File: config.mk
export PLATFORM = sky130hd
export DESIGN_NAME = parallel_fifo
export DESIGN_NICKNAME = d
export VERILOG_FILES = /design/src/rtl/parallel_fifo.sv
export SDC_FILE = /design/constraint.sdc
export NUM_CORES = 1
export LEC_CHECK = 0
export CAP_MARGIN = 20
export CORE_MARGIN = 1
export CORE_UTILIZATION = 57
export DETAILED_ROUTE_END_ITERATION = 10
export PLACE_DENSITY = 0.84
export SETUP_SLACK_MARGIN = 0.1
export SLEW_MARGIN = 20
export SYNTH_ARGS = -nofsm -noshare
export SYNTH_HDL_FRONTEND = slang
export SYNTH_SLANG_ARGS = --single-unit
export TNS_END_PERCENT = 10
File: constraint.sdc
create_clock -name clock -period 5.8 [get_ports clock]
set_input_delay 1.16 -clock clock [delete_from_list [all_inputs] [get_ports clock]]
set_output_delay 1.16 -clock clock [all_outputs]
set_load 0.005 [all_outputs]
File: src/rtl/parallel_fifo.sv
// parallel_fifo: synchronous FIFO with valid/ready handshakes on both sides.
// A push and a pop can happen in the same cycle, including when the FIFO is full.
// Parameters:
//   WIDTH        data word width (>= 1)
//   DEPTH        number of entries (power of two, >= 2)
//   ALMOST_FULL  occupancy threshold for almost_full (1..DEPTH)
// Ports:
//   clock        rising-edge clock
//   reset        asynchronous active-high reset
//   data_in      word offered by upstream
//   write_in     upstream valid
//   flush        synchronous discard of all stored words
//   next_ready   downstream accepts the head word this cycle
//   write_ready  FIFO accepts data_in this cycle
//   data_out     head word (zero when empty)
//   write_out    data_out is valid
//   count        current occupancy (0..DEPTH)
//   almost_full  count >= ALMOST_FULL
module parallel_fifo #(
   parameter int unsigned WIDTH       = 8,
   parameter int unsigned DEPTH       = 4,
   parameter int unsigned ALMOST_FULL = DEPTH - 1
) (
   input  logic                       clock,
   input  logic                       reset,
   input  logic [WIDTH-1:0]           data_in,
   input  logic                       write_in,
   input  logic                       flush,
   input  logic                       next_ready,
   output logic                       write_ready,
   output logic [WIDTH-1:0]           data_out,
   output logic                       write_out,
   output logic [$clog2(DEPTH):0]     count,
   output logic                       almost_full
);

   localparam int unsigned AW = $clog2(DEPTH);
   localparam int unsigned CW = AW + 1;

   logic [WIDTH-1:0] mem_q [DEPTH];
   logic [AW-1:0]    wr_ptr_q, wr_ptr_d;
   logic [AW-1:0]    rd_ptr_q, rd_ptr_d;
   logic [CW-1:0]    count_q, count_d;
   logic             push;
   logic             pop;

   // Handshake terms; write_ready uses only registered state and next_ready.
   always_comb begin
      write_ready = (count_q != CW'(DEPTH)) || next_ready;
      write_out   = (count_q != CW'(0));
      push        = write_in && write_ready;
      pop         = write_out && next_ready;
   end

   // Outputs derived from registered state.
   always_comb begin
      count       = count_q;
      almost_full = (count_q >= CW'(ALMOST_FULL));
      data_out    = write_out ? mem_q[rd_ptr_q] : '0;
   end

   // Next-state for pointers and occupancy; flush overrides push and pop.
   always_comb begin
      wr_ptr_d = wr_ptr_q;
      rd_ptr_d = rd_ptr_q;
      count_d  = count_q;
      if (flush) begin
         wr_ptr_d = '0;
         rd_ptr_d = '0;
         count_d  = '0;
      end else begin
         if (push) wr_ptr_d = wr_ptr_q + AW'(1);
         if (pop)  rd_ptr_d = rd_ptr_q + AW'(1);
         case ({push, pop})
            2'b10:   count_d = count_q + CW'(1);
            2'b01:   count_d = count_q - CW'(1);
            default: count_d = count_q;
         endcase
      end
   end

   // Control state register.
   always_ff @(posedge clock or posedge reset) begin
      if (reset) begin
         wr_ptr_q <= '0;
         rd_ptr_q <= '0;
         count_q  <= '0;
      end else begin
         wr_ptr_q <= wr_ptr_d;
         rd_ptr_q <= rd_ptr_d;
         count_q  <= count_d;
      end
   end

   // Storage needs no reset; a flushed push is dropped.
   always_ff @(posedge clock) begin
      if (push && !flush) mem_q[wr_ptr_q] <= data_in;
   end

endmodule

==> results of run 1 <==
-- registers in the layout, indices dropped and copies added (netlist names) --
signal,count
count,3
rd_ptr_q,2
mem_q,32
wr_ptr_q,2
-- critical path: cells and delay by family --
| family | cells | cell delay [ns] |
|---|---|---|
| AND/OR/NAND/NOR | 1 | 0.60 |
| buffers and inverters | 2 | 1.04 |
-- per-layer routing --
| layer | vias to the layer above | share of wire, % | global-route usage (%) |
|---|---|---|---|
| met2 | 22 | 53 | 35.7 |
| met1 | 478 | 41 | 26.3 |
| met4 | 0 | 1.4 | 6.62 |
| met5 | - | 0 | 0 |
| li1 | 480 | - | - |
| met3 | 5 | 4.4 | 6.58 |
-- stage by stage --
stage	instance area, um^2	utilization (%)	total power, W	hold slack [ns]	worst slack, ns
after floorplan	1760	-	0.000445	0.540	2.96
after global placement	2020	71.4	0.000522	0.561	1.87
after detailed placement	2020	71.4	0.000532	0.600	1.85
after CTS	2080	73.6	0.000673	0.614	1.84
after global routing	2080	73.6	0.000701	0.635	1.77
final	2080	73.6	0.000667	0.600	1.84
-- cells in the mapped netlist --
| cell | instances |
|---|---|
| or3_1 | 2 |
| edfxtp_1 | 32 |
| a31oi_1 | 1 |
| nand2_2 | 1 |
| nor2_1 | 9 |
| xnor2_1 | 1 |
| xor2_1 | 3 |
| or4b_4 | 1 |
| nor2b_1 | 1 |
| ha_1 | 4 |
| clkbuf_1 | 1 |
| buf_1 | 1 |
| o21bai_1 | 1 |
| and2_1 | 13 |
| or4_1 | 1 |
| o21ai_0 | 2 |
| a21o_1 | 2 |
| a21oi_1 | 5 |
| buf_4 | 2 |
| o221ai_1 | 1 |
| fa_1 | 1 |
| nand2b_1 | 3 |
| buf_2 | 3 |
| nand2_1 | 3 |
| mux4_2 | 8 |
| dfrtp_1 | 7 |
| nand3_1 | 5 |
| inv_1 | 3 |
-- cell type report --
type,instances,area share [%]
clock buffers,7,2.65
multi-input cells,68,27.6
well taps,31,1.86
clock inverters,1,0.241
flip-flops and latches,39,54.6
inverters,3,0.541
repair buffers,26,12.5
-- worst max path at each step --
stage                from  cells after the start          end
2_1_floorplan  next_ready                      1  write_ready
3_3_place_gp   next_ready                      3  write_ready
3_5_place_dp   next_ready                      3  write_ready
4_1_cts        next_ready                      3  write_ready
5_1_grt        next_ready                      3  write_ready
6_report       next_ready                      3  write_ready
-- cell usage in the layout, fill, tap and decap left out, types with 4 or more instances in the layout --
cell type	instances
nor2_1	9
ha_1	4
edfxtp_1	32
and2_1	13
clkbuf_4	5
dfrtp_1	7
a21oi_1	5
mux4_2	8
clkdlybuf4s50_1	26
nand3_1	5
-- logic make-up (layout without fill, tap and decap cells) --
group | Yosys count | in the layout
muxes | 8 | 8
and+or+nand+nor | 39 | 39
xor gates and xnor gates | 4 | 4
buffers and inverters | 10 | 37
DFF | 39 | 39
AOI/OAI and AO/OA | 12 | 12
adders and majority gates | 5 | 5
-- report_power, final --
| group | switching (W) | total, W | internal [W] |
|---|---|---|---|
| clock | 0.0000830 | 0.000142 | 0.0000588 |
| sequential | 0.0000291 | 0.000348 | 0.000319 |
| combinational | 0.0000682 | 0.000177 | 0.000109 |
| total | 0.000180 | 0.000667 | 0.000487 |
==> results.md, run 1 <==
- The run finished, with violations left.
- The final reports fail on DRC.
- In this run the register-to-register setup slack is 3.27 ns.
- The layout cell share with drive strength beyond 1 is 11.8%.
- Summed over all layers, the global routing overflow is 0.
- The maximum buffer depth of the clock tree is 2.
- The clock sink total is 39.
- The combinational family with the most area after synthesis is simple AND/OR/NAND/NOR gates.
- The sequential cell area in the final layout is 1140 um^2.
- The tool flagged a number of max-cap violations equal to 0.
- The maximum level of the CTS H-tree is 2.
- The number of nets handed over by synthesis was 135.
- The clock period could shrink to 3.96 ns.
- The distinct cell type count of the synthesized netlist is 28.
- The standby leakage power is 0.739 nW.
- Setup violations remaining at the end of the flow were counted as 0.
- On the worst path, the slowest cell contributes a delay of 0.60 ns.
- In the final layout, the multi-input gates occupy 574 um^2.
- TritonCTS built the clock tree.
- Traced cell by cell, the critical path runs through clkdlybuf4s50_1 -> or4b_4 -> clkdlybuf4s50_1.
- The CTS buffer count is 5.
- The later pin in the worst-skew pair is clocked with a latency of 0.34 ns.
- After synthesis, the mean cell area works out to 15.0 um^2.
- The die extent in y is 57.6 um.
- The synthesized netlist devotes 12.3% of its cell area to simple gates.
- The share of cell area taken by muxes after synthesis is 10.2%.
- Sorting the synthesized cells by area gives the leading types as edfxtp_1, mux4_2, dfrtp_1, and2_1, ha_1.
- The element type at the critical path start is an input port.
- The total number of nets in the final design is 161.
- Summed over its instances, the top area cell type makes up 54.6% of the synthesized netlist area.
- The number of warning messages in the yosys log is 0.
- The synthesized design spends more area on one cell type than any other, namely edfxtp_1.
- Measured against its own limit, the worst slew margin works out to 59.2%.
- The floorplan has 19 rows.
- The number of buffers inserted by post-CTS setup repair is 0.
- Across all layers, the routed design uses 985 vias.
- The final number of max-transition violations is 0.
- The endpoint class of the critical path is an output pin.
- Of the total synthesized cell area, the portion taken by full adders, half adders and majority gates is 3.98%.
- The worst register-to-register path has a depth of 5.
- Summing every instance area after synthesis gives 1760 um^2.
- The cell seen most often among critical-path stages is clkdlybuf4s50_1.
- Data on the critical path arrives at its endpoint at 2.80 ns.
- The violation count after the first detailed-routing iteration is 49.
- The share of the cycle needed by the critical path after routing is 68.3%.
- The actual transition at the worst max-transition pin is 0.612 ns.
- Counting flops and latches in the post-synthesis netlist gives 39.
- Dividing the detail-routed via count by the number of cells gives 5.63.
- The overall fraction of global-route tracks in use is 21.2%.
- The data required time at the worst endpoint is 4.64 ns.
- The number of placed instances, taps included is 167.
- The wire length of the first global-routing pass is 4890 um.
- In this run the worst hold path is classified as reg2reg.
- The endpoint identified for the worst register-to-register timing path is count[2]$_DFFE_PP0P_.
- The critical setup path kind is in2out.
- The complex-gate fraction of the synthesized area is 4.13%.
- The power density over the cells is 321 nW/um^2.
- Entering global routing, the biggest net connects 13 pins.
- Detailed placement finished with a half-perimeter wire length of 2180 um.
- Setup repair after global routing left no endpoint under its margin.
- The via count of the first global-routing pass is 975.
- The initial cell density of the core is 62.2%.
- The final cell count without fillers is 175.
- The antenna diode count is 0.
- The worst vdd rail ir drop is 0.221 mV.
- The worst hold endpoint is wr_ptr_q[1]$_DFFE_PP0P_.
- The total DRC errors in the routed layout is 3.
- The number of I/O port buffers is 26.
- The startpoint of the most critical register-to-register path is count[1]$_DFFE_PP0P_.
- The I/O pin total is 27.
- The die is 57.6 um wide.
- The placer congestion estimate is 0.863.
- The initial antenna violation count is 0.
- The area of the die is 3310 um^2.
- The clock transition time at the flip-flop clock pins of the worst setup and hold paths is 0.10 ns.
- For this run, the register share of the synthesized area comes to 64.6%.
- The number of filler instances in the final layout is 173.
- The core region is 2830 um^2.
- The cell depth of the worst hold path is 2.
- Based on the critical path, the design can be clocked at up to 0.252 GHz.
- The maximum clock skew at final layout is 0.00506 ns.
- The first-pass iteration count of the detailed router is 7.
- The routed design has 3060 um of wire.
- For this design, the slowest cell found on the critical path is or4b_4.
- After clock tree synthesis, the repair step resized 0 gates.
- The mean routed wirelength per cell is 17.5 um.
- Compared with the post-synthesis result, the final layout area differs by 18.3%.
- The post-synthesis xor/xnor area fraction is 1.99%.
- The synthesized netlist cell count is 117.
- In this run the most critical hold path is launched from wr_ptr_q[1]$_DFFE_PP0P_.
- The count of nets left with antenna violations once routing finished came out at 0.
- The number of endpoints with negative hold slack in the final report is 0.
- In this run the worst path has a maximum fanout of 11.
- The cell chosen for the clock root is clkbuf_4.
- After routing, the total negative slack on setup checks comes to 0 ns.
- For this design, the CTS-stage hold fixing added 0 buffers.
Note: power is estimated with default switching activity, not from simulation.
==> inputs of run 2 (changes only) <==
--- a/config.mk
+++ b/config.mk
@@ -7,9 +7,9 @@
 export LEC_CHECK = 0
 export CAP_MARGIN = 20
 export CORE_MARGIN = 1
-export CORE_UTILIZATION = 57
+export CORE_UTILIZATION = 47
 export DETAILED_ROUTE_END_ITERATION = 10
-export PLACE_DENSITY = 0.84
+export PLACE_DENSITY = 0.74
 export SETUP_SLACK_MARGIN = 0.1
 export SLEW_MARGIN = 20
 export SYNTH_ARGS = -nofsm -noshare
==> constraint.sdc (replaced) <==
create_clock -name clock -period 3.4 [get_ports clock]
set_input_delay 0.68 -clock clock [delete_from_list [all_inputs] [get_ports clock]]
set_output_delay 0.68 -clock clock [all_outputs]
set_load 0.005 [all_outputs]
==> run 2 against run 1 <==
  * The flow now finishes without violations
  * Clock power grew to 3.2 times the previous value
  * Sequential power increased by 71%
  * Wire length fell by 4.4%
  * Final area is 5.1% higher
  * First-iteration DRC count fell by 8.2%
  * Highest routed layer unchanged
==> results.md, run 2 (synthesized netlist as in run 1, its figures left out) <==
- The worst vdd rail ir drop is 0.426 mV (was 0.221 mV).
- The via count of the first global-routing pass is 1059 (was 975).
- The critical-path cell with the highest stage delay was dfrtp_1 (was or4b_4).
- The total number of nets in the final design is 163 (was 161).
- Leading cell types in the layout, fill and taps excluded: edfxtp_1, clkdlybuf4s50_1, and2_1 (unchanged).
- The overall fraction of global-route tracks in use is 17.6% (was 21.2%).
- The clock sink total came to 39 (unchanged).
- The delay of the slowest cell on the worst path came to 0.73 ns (was 0.60 ns).
- The via count of the routed design was 1011 (was 985).
- The endpoint of the most critical register-to-register path is count[2]$_DFFE_PP0P_ (unchanged).
- The most common library cell in the layout ignoring fill and taps is edfxtp_1 (unchanged).
- The number of endpoints with negative hold slack in the final report is 0 (unchanged).
- The total non-filler cell area in the finished layout is 2190 um^2 (was 2080 um^2).
- The power density over the cells is 613 nW/um^2 (was 321 nW/um^2).
- The actual transition at the worst max-transition pin is 0.603 ns (was 0.612 ns).
- The critical setup path kind was reg2out (was in2out).
- The largest driver fanout on the critical path came to 10 (was 11).
- The antenna diode count is 0 (unchanged).
- The number of placed instances, taps included is 184 (was 167).
- The area of the die is 3990 um^2 (was 3310 um^2).
- The CTS tree is built (unchanged).
- The endpoint of the most critical setup path is data_out[5] (was write_ready).
- Of the available clock period, the critical path in the final layout requires 85.2%.
- The clock period minus final worst setup slack is 2.90 ns.
- The number of flip-flops in the largest register is 32 (unchanged).
- Outcome: finished clean (was finished, violations left).
- The largest net degree at the start of global routing is 13 (unchanged).
- The path depth of the worst reg2reg path was 5 (unchanged).
- The final total negative setup slack is 0 ns (unchanged).
- Based on the critical path, the design can be clocked at up to 0.345 GHz.
- The mean number of vias per cell is 5.27 (was 5.63).
- The final cell count without fillers came to 192 (was 175).
- The data required time at the worst endpoint is 2.72 ns (was 4.64 ns).
- The number of buffers inserted by post-CTS setup repair is 0 (unchanged).
- The worst hold slack came to 0.606 ns (was 0.600 ns).
- The total power of the final layout is 0.00134 W (was 0.000667 W).
- Cell Chain, Critical Path: mux4_2 -> and2_1 -> clkdlybuf4s50_1 (was clkdlybuf4s50_1 -> or4b_4 -> clkdlybuf4s50_1).
- The maximum clock skew at final layout was 0.0105 ns (was 0.00506 ns).
- The standby leakage power came to 0.779 nW (was 0.739 nW).
- The clock latency reported for the late side of the worst-skew pair was 0.29 ns (was 0.34 ns).
- The number of filler instances in the final layout is 277 (was 173).
- The growth of design area from synthesis to finish is 24.3% (was 18.3%).
- The maximum buffer depth of the clock tree was 2 (unchanged).
- The element type at the critical path start is a register (was input port).
- The worst-case register-to-register setup slack was 0.89 ns (was 3.27 ns).
- The arrival time at the worst endpoint is 2.22 ns (was 2.80 ns).
- The violation count after the first detailed-routing iteration is 45 (was 49).
- The initial cell density of the core is 50.7% (was 62.2%).
- The placer congestion estimate is 0.722 (was 0.863).
- The initial antenna violation count came to 0 (unchanged).
- The final number of max-transition violations is 0 (unchanged).
- The number of I/O port buffers is 26 (unchanged).
- The max-cap violation count came to 0 (unchanged).
- The origin of the worst setup path is rd_ptr_q[0]$_DFFE_PP0P_ (was next_ready).
- The mean routed wirelength per cell is 15.2 um (was 17.5 um).
- The first-pass iteration count of the detailed router is 4 (was 7).
- The remaining global-route overflow is 0 (unchanged).
- The type of the worst min-delay path was reg2reg (unchanged).
- The maximum level of the CTS H-tree is 2 (unchanged).
- The instance area after placement is 2050 um^2 (was 2020 um^2).
- The cell chosen for the clock root is clkbuf_8 (was clkbuf_4).
- The final wirelength came to 2920 um (was 3060 um).
- The I/O pin total is 27 (unchanged).
- The post-cts sizing count is 0 (unchanged).
- The layout cell share with drive strength beyond 1 is 13.0% (was 11.8%).
- The CTS buffer count came to 5 (unchanged).
- Unrepaired setup endpoints after global routing: no (unchanged).
- The number of core rows was 21 (was 19).
- The register bank with the most flops is mem_q (unchanged).
- The number of nets with antenna violations after detailed routing is 0 (unchanged).
- The total DRC errors in the routed layout is 0 (was 3).
- The total half-perimeter wirelength after legalization and detailed placement is 2000 um (was 2180 um).
- The count of endpoints failing setup in the final report is 0 (unchanged).
- The headroom to the max-slew limit is 59.8% (was 59.2%).
- The clock transition time at the flip-flop clock pins of the worst setup and hold paths is 0.08 ns (was 0.10 ns).
- The wire length of the first global-routing pass is 5090 um (was 4890 um).
- The x dimension of the die is 63.2 um (was 57.6 um).
- The area of the core is 3470 um^2 (was 2830 um^2).
- The endpoint class of the critical path is an output pin (unchanged).
- The startpoint of the most critical register-to-register path is count[1]$_DFFE_PP0P_ (unchanged).
- The die extent in y came to 63.2 um (was 57.6 um).
- The hold buffer count at cts came to 0 (unchanged).
[run 2: cell count changes in the layout (fill, tap and decap cells not counted), sizes merged]
| cell | previous run | this run |
|---|---|---|
| clkinv | 1 | 0 |
| bufinv | 0 | 2 |
| clkbuf | 7 | 6 |
| buf | 0 | 2 |
[run 2: layout make-up]
class / count / area [um^2] / area share (%)
Timing Repair Buffer: 28 / 275 / 12.6
Multi-Input combinational cell: 68 / 574 / 26.3
Tap cell: 46 / 57.6 / 2.63
Clock buffer: 6 / 72.6 / 3.32
Inverter: 3 / 11.3 / 0.515
Sequential cell: 39 / 1140 / 51.9
Clock inverter: 2 / 60.1 / 2.75
[run 2: report_power, final]
group	total, W	switching (W)	leakage [nW]	internal, W
Clock	0.000451	0.000158	0.0654	0.000293
Combinational	0.000296	0.000109	0.329	0.000187
Sequential	0.000594	0.0000492	0.385	0.000544
Total	0.00134	0.000316	0.779	0.00102
[run 2: worst min-delay path by stage]
stage	start	endpoint	cells past startpoint
2_1_floorplan	reset	count[0]$_DFFE_PP0P_	1
3_3_place_gp	wr_ptr_q[1]$_DFFE_PP0P_	wr_ptr_q[1]$_DFFE_PP0P_	2
3_5_place_dp	wr_ptr_q[1]$_DFFE_PP0P_	wr_ptr_q[1]$_DFFE_PP0P_	2
4_1_cts	wr_ptr_q[1]$_DFFE_PP0P_	wr_ptr_q[1]$_DFFE_PP0P_	2
5_1_grt	reset	count[2]$_DFFE_PP0P_	2
6_report	wr_ptr_q[1]$_DFFE_PP0P_	wr_ptr_q[1]$_DFFE_PP0P_	2
[run 2: through the flow]
stage          worst slack (ns)  util, %
2_1_floorplan              1.06        -
3_3_place_gp              0.631     59.2
3_5_place_dp              0.607     59.2
4_1_cts                   0.440     63.1
5_1_grt                   0.328     63.1
6_report                  0.505     63.1
[run 2: metal layers]
| metal | vias up | track usage [%] | wire length (um) |
|---|---|---|---|
| met3 | 6 | 5.07 | 105 |
| met1 | 503 | 20.5 | 1250 |
| li1 | 483 | - | - |
| met2 | 19 | 30.5 | 1510 |
| met4 | 0 | 6.82 | 53 |
| met5 | - | 0 | 0 |
[run 2: critical path: cells and delay by family, from the launching register on]
kind | cells | cell delay, ns
DFF | 1 | 0.73
buffers and inverters | 1 | 0.46
muxes | 1 | 0.56
and+or+nand+nor | 1 | 0.17
==> inputs of run 3 (changes only) <==
--- a/config.mk
+++ b/config.mk
@@ -7,9 +7,8 @@
 export LEC_CHECK = 0
 export CAP_MARGIN = 20
 export CORE_MARGIN = 1
-export CORE_UTILIZATION = 47
+export CORE_UTILIZATION = 25
 export DETAILED_ROUTE_END_ITERATION = 10
-export PLACE_DENSITY = 0.74
 export SETUP_SLACK_MARGIN = 0.1
 export SLEW_MARGIN = 20
 export SYNTH_ARGS = -nofsm -noshare
==> run 3 against run 2 <==
  * Non-clock buffer count stayed put
  * Largest cell class unchanged
  * Clock skew fell by 0.0032 ns
  * Die area up 85%
  * Critical path depth unchanged
  * Utilization is 31 points lower
  * Setup slack lost 0.021 ns
  * Wire length increased by 9.9%
  * Final area up 0.86%
==> results.md, run 3 (synthesized netlist as in run 1, its figures left out) <==
- Outcome: finished clean (unchanged).
- The final cell count without fillers is 242 (was 192).
- The arrival time at the worst endpoint was 2.24 ns (was 2.22 ns).
- Cell Chain, Critical Path: mux4_2 -> and2_1 -> clkdlybuf4s50_1 (unchanged).
- The via count of the first global-routing pass is 1018 (was 1059).
- The headroom to the max-slew limit came to 58.2% (was 59.8%).
- The clock period minus final worst setup slack came to 2.92 ns (was 2.90 ns).
- The top cell family by delay on the critical path is flip-flops (unchanged).
- The met2 routed wirelength is 1530 um (was 1510 um).
- The delay of the slowest cell on the worst path was 0.75 ns (was 0.73 ns).
- The worst hold slack is 0.579 ns (was 0.606 ns).
- The via count of the routed design is 1022 (was 1011).
- The number of core rows was 30 (was 21).
- The critical setup path kind is reg2out (unchanged).
- The data required time at the worst endpoint is 2.72 ns (about the same).
- The violation count after the first detailed-routing iteration is 24 (was 45).
- The power density over the cells is 543 nW/um^2 (was 613 nW/um^2).
- The worst vdd rail ir drop is 0.182 mV (was 0.426 mV).
- The critical path depth in cells is 3 (unchanged).
- The final number of max-transition violations came to 0 (unchanged).
- The actual transition at the worst max-transition pin was 0.627 ns (was 0.603 ns).
- The share of the cycle needed by the critical path after routing is 85.8% (was 85.2%).
- The cell depth of the worst hold path is 2 (unchanged).
- The maximum buffer depth of the clock tree is 2 (unchanged).
- The die extent in y is 85.9 um (was 63.2 um).
- The total half-perimeter wirelength after legalization and detailed placement came to 2160 um (was 2000 um).
- The maximum clock skew at final layout was 0.00729 ns (was 0.0105 ns).
- The area of the core is 6790 um^2 (was 3470 um^2).
- The CTS buffer count is 5 (unchanged).
- The clock latency reported for the late side of the worst-skew pair is 0.29 ns (about the same).
- The number of endpoints with negative hold slack in the final report is 0 (unchanged).
- The number of I/O port buffers is 26 (unchanged).
- The most common library cell in the layout ignoring fill and taps is edfxtp_1 (unchanged).
- The number of buffers inserted by post-CTS setup repair came to 0 (unchanged).
- The clock sink total is 39 (unchanged).
- The final total negative setup slack was 0 ns (unchanged).
- The layout cell share with drive strength beyond 1 was 13.7% (was 13.0%).
- The number of filler instances in the final layout was 675 (was 277).
- The total power of the final layout is 0.00120 W (was 0.00134 W).
- The remaining global-route overflow is 0 (unchanged).
- The hold buffer count at cts is 0 (unchanged).
- The total length of routed met3 wires was 204 um (was 105 um).
- The critical-path cell with the highest stage delay is dfrtp_1 (unchanged).
- The met1 wire length is 1420 um (was 1250 um).
- The number of placed instances, taps included came to 234 (was 184).
- The cell chosen for the clock root was clkbuf_8 (unchanged).
- The maximum level of the CTS H-tree is 2 (unchanged).
- The mean number of vias per cell is 4.22 (was 5.27).
- The type of the worst min-delay path is reg2reg (unchanged).
- The first-pass iteration count of the detailed router is 4 (unchanged).
- The number of nets with antenna violations after detailed routing is 0 (unchanged).
- The post-cts sizing count was 0 (unchanged).
- The area of the die came to 7380 um^2 (was 3990 um^2).
- The area used by multi-input combinational logic came to 574 um^2 (unchanged).
- The largest net degree at the start of global routing was 14 (was 13).
- The path depth of the worst reg2reg path is 5 (unchanged).
- The total number of nets in the final design came to 163 (unchanged).
- The standby leakage power was 0.754 nW (was 0.779 nW).
- The overall fraction of global-route tracks in use came to 9.53% (was 17.6%).
- The mean routed wirelength per cell is 13.3 um (was 15.2 um).
- The initial cell density of the core was 25.9% (was 50.7%).
- The max-cap violation count is 0 (unchanged).
- The top layer used by detailed routing is met4 (unchanged).
- The final design utilization is 32.5% (was 63.1%).
- The sequential cell area in the final layout is 1140 um^2 (unchanged).
- The growth of design area from synthesis to finish is 25.4% (was 24.3%).
- The largest driver fanout on the critical path came to 10 (unchanged).
- The final wirelength is 3210 um (was 2920 um).
- The number of buffers and inverters on the critical path is 1 (unchanged).
- The placer congestion estimate came to 0.707 (was 0.722).
- The I/O pin total came to 27 (unchanged).
- Leading cell types in the layout, fill and taps excluded: edfxtp_1, clkdlybuf4s50_1, and2_1 (unchanged).
- The element type at the critical path start is a register (unchanged).
- The wire length of the first global-routing pass is 5150 um (was 5090 um).
- The endpoint class of the critical path is an output pin (unchanged).
- The count of endpoints failing setup in the final report was 0 (unchanged).
- The CTS tree is built (unchanged).
- The x dimension of the die is 85.9 um (was 63.2 um).
- Unrepaired setup endpoints after global routing: no (unchanged).
- The initial antenna violation count is 0 (unchanged).
- The number of flip-flops in the largest register is 32 (unchanged).
- The achievable frequency is 0.343 GHz (was 0.345 GHz).
- The antenna diode count is 0 (unchanged).
- The total DRC errors in the routed layout is 0 (unchanged).
- The clock transition time at the flip-flop clock pins of the worst setup and hold paths came to 0.08 ns (about the same).
- The register bank with the most flops is mem_q (unchanged).
==> run 3: cell count changes in the layout (fill, tap and decap cells not counted) <==
cell | previous run | this run
bufinv_16 | 2 | 0
clkinvlp_4 | 0 | 2
clkbuf_1 | 1 | 0
clkinv_2 | 0 | 1
==> run 3: metal layers <==
| metal | vias up | track usage, % |
|---|---|---|
| met1 | 498 | 12.2 |
| met4 | 0 | 4.55 |
| li1 | 484 | - |
| met3 | 4 | 2.60 |
| met5 | - | 0 |
| met2 | 36 | 14.9 |
==> run 3: layout make-up <==
type | count | share of cell area [%]
clock buffer | 5 | 3.12
multi-input combinational | 68 | 26.0
sequential | 39 | 51.5
clock inverter | 3 | 0.908
inverter | 3 | 0.510
tap | 96 | 5.45
timing repair buffer | 28 | 12.5
==> run 3: worst paths after layout <==
check                                        start                      end  slack (ns)
hold reg to reg            wr_ptr_q[1]$_DFFE_PP0P_  wr_ptr_q[1]$_DFFE_PP0P_        0.58
hold / removal             wr_ptr_q[1]$_DFFE_PP0P_  wr_ptr_q[1]$_DFFE_PP0P_        0.58
setup / recovery           rd_ptr_q[0]$_DFFE_PP0P_              data_out[3]        0.48
max in group asynchronous                    reset  rd_ptr_q[1]$_DFFE_PP0P_        2.54
setup reg to reg              count[1]$_DFFE_PP0P_     count[2]$_DFFE_PP0P_        0.88
min in group asynchronous                    reset  wr_ptr_q[0]$_DFFE_PP0P_        0.63
==> run 3: report_power, final <==
part	switching, W	leakage, nW	total, W	internal [W]
registers	0.0000510	0.385	0.000595	0.000544
clock network	0.000163	0.0402	0.000306	0.000143
logic	0.000109	0.329	0.000296	0.000186
==> run 3: metrics by stage <==
step	instance area, um^2	worst slack, ns
floorplan	1760	1.06
global placement	2120	0.630
detailed placement	2120	0.629
CTS	2210	0.425
global route	2210	0.359
finish	2210	0.484
==> run 3: worst reg2reg max path: cells and delay by family (launching register included) <==
family | cells | cell delay (ns)
adder cells (fa/ha/maj) | 1 | 0.40
AND/OR/NAND/NOR | 3 | 1.35
AO/OA/AOI/OAI | 1 | 0.18
flip-flops | 1 | 0.51
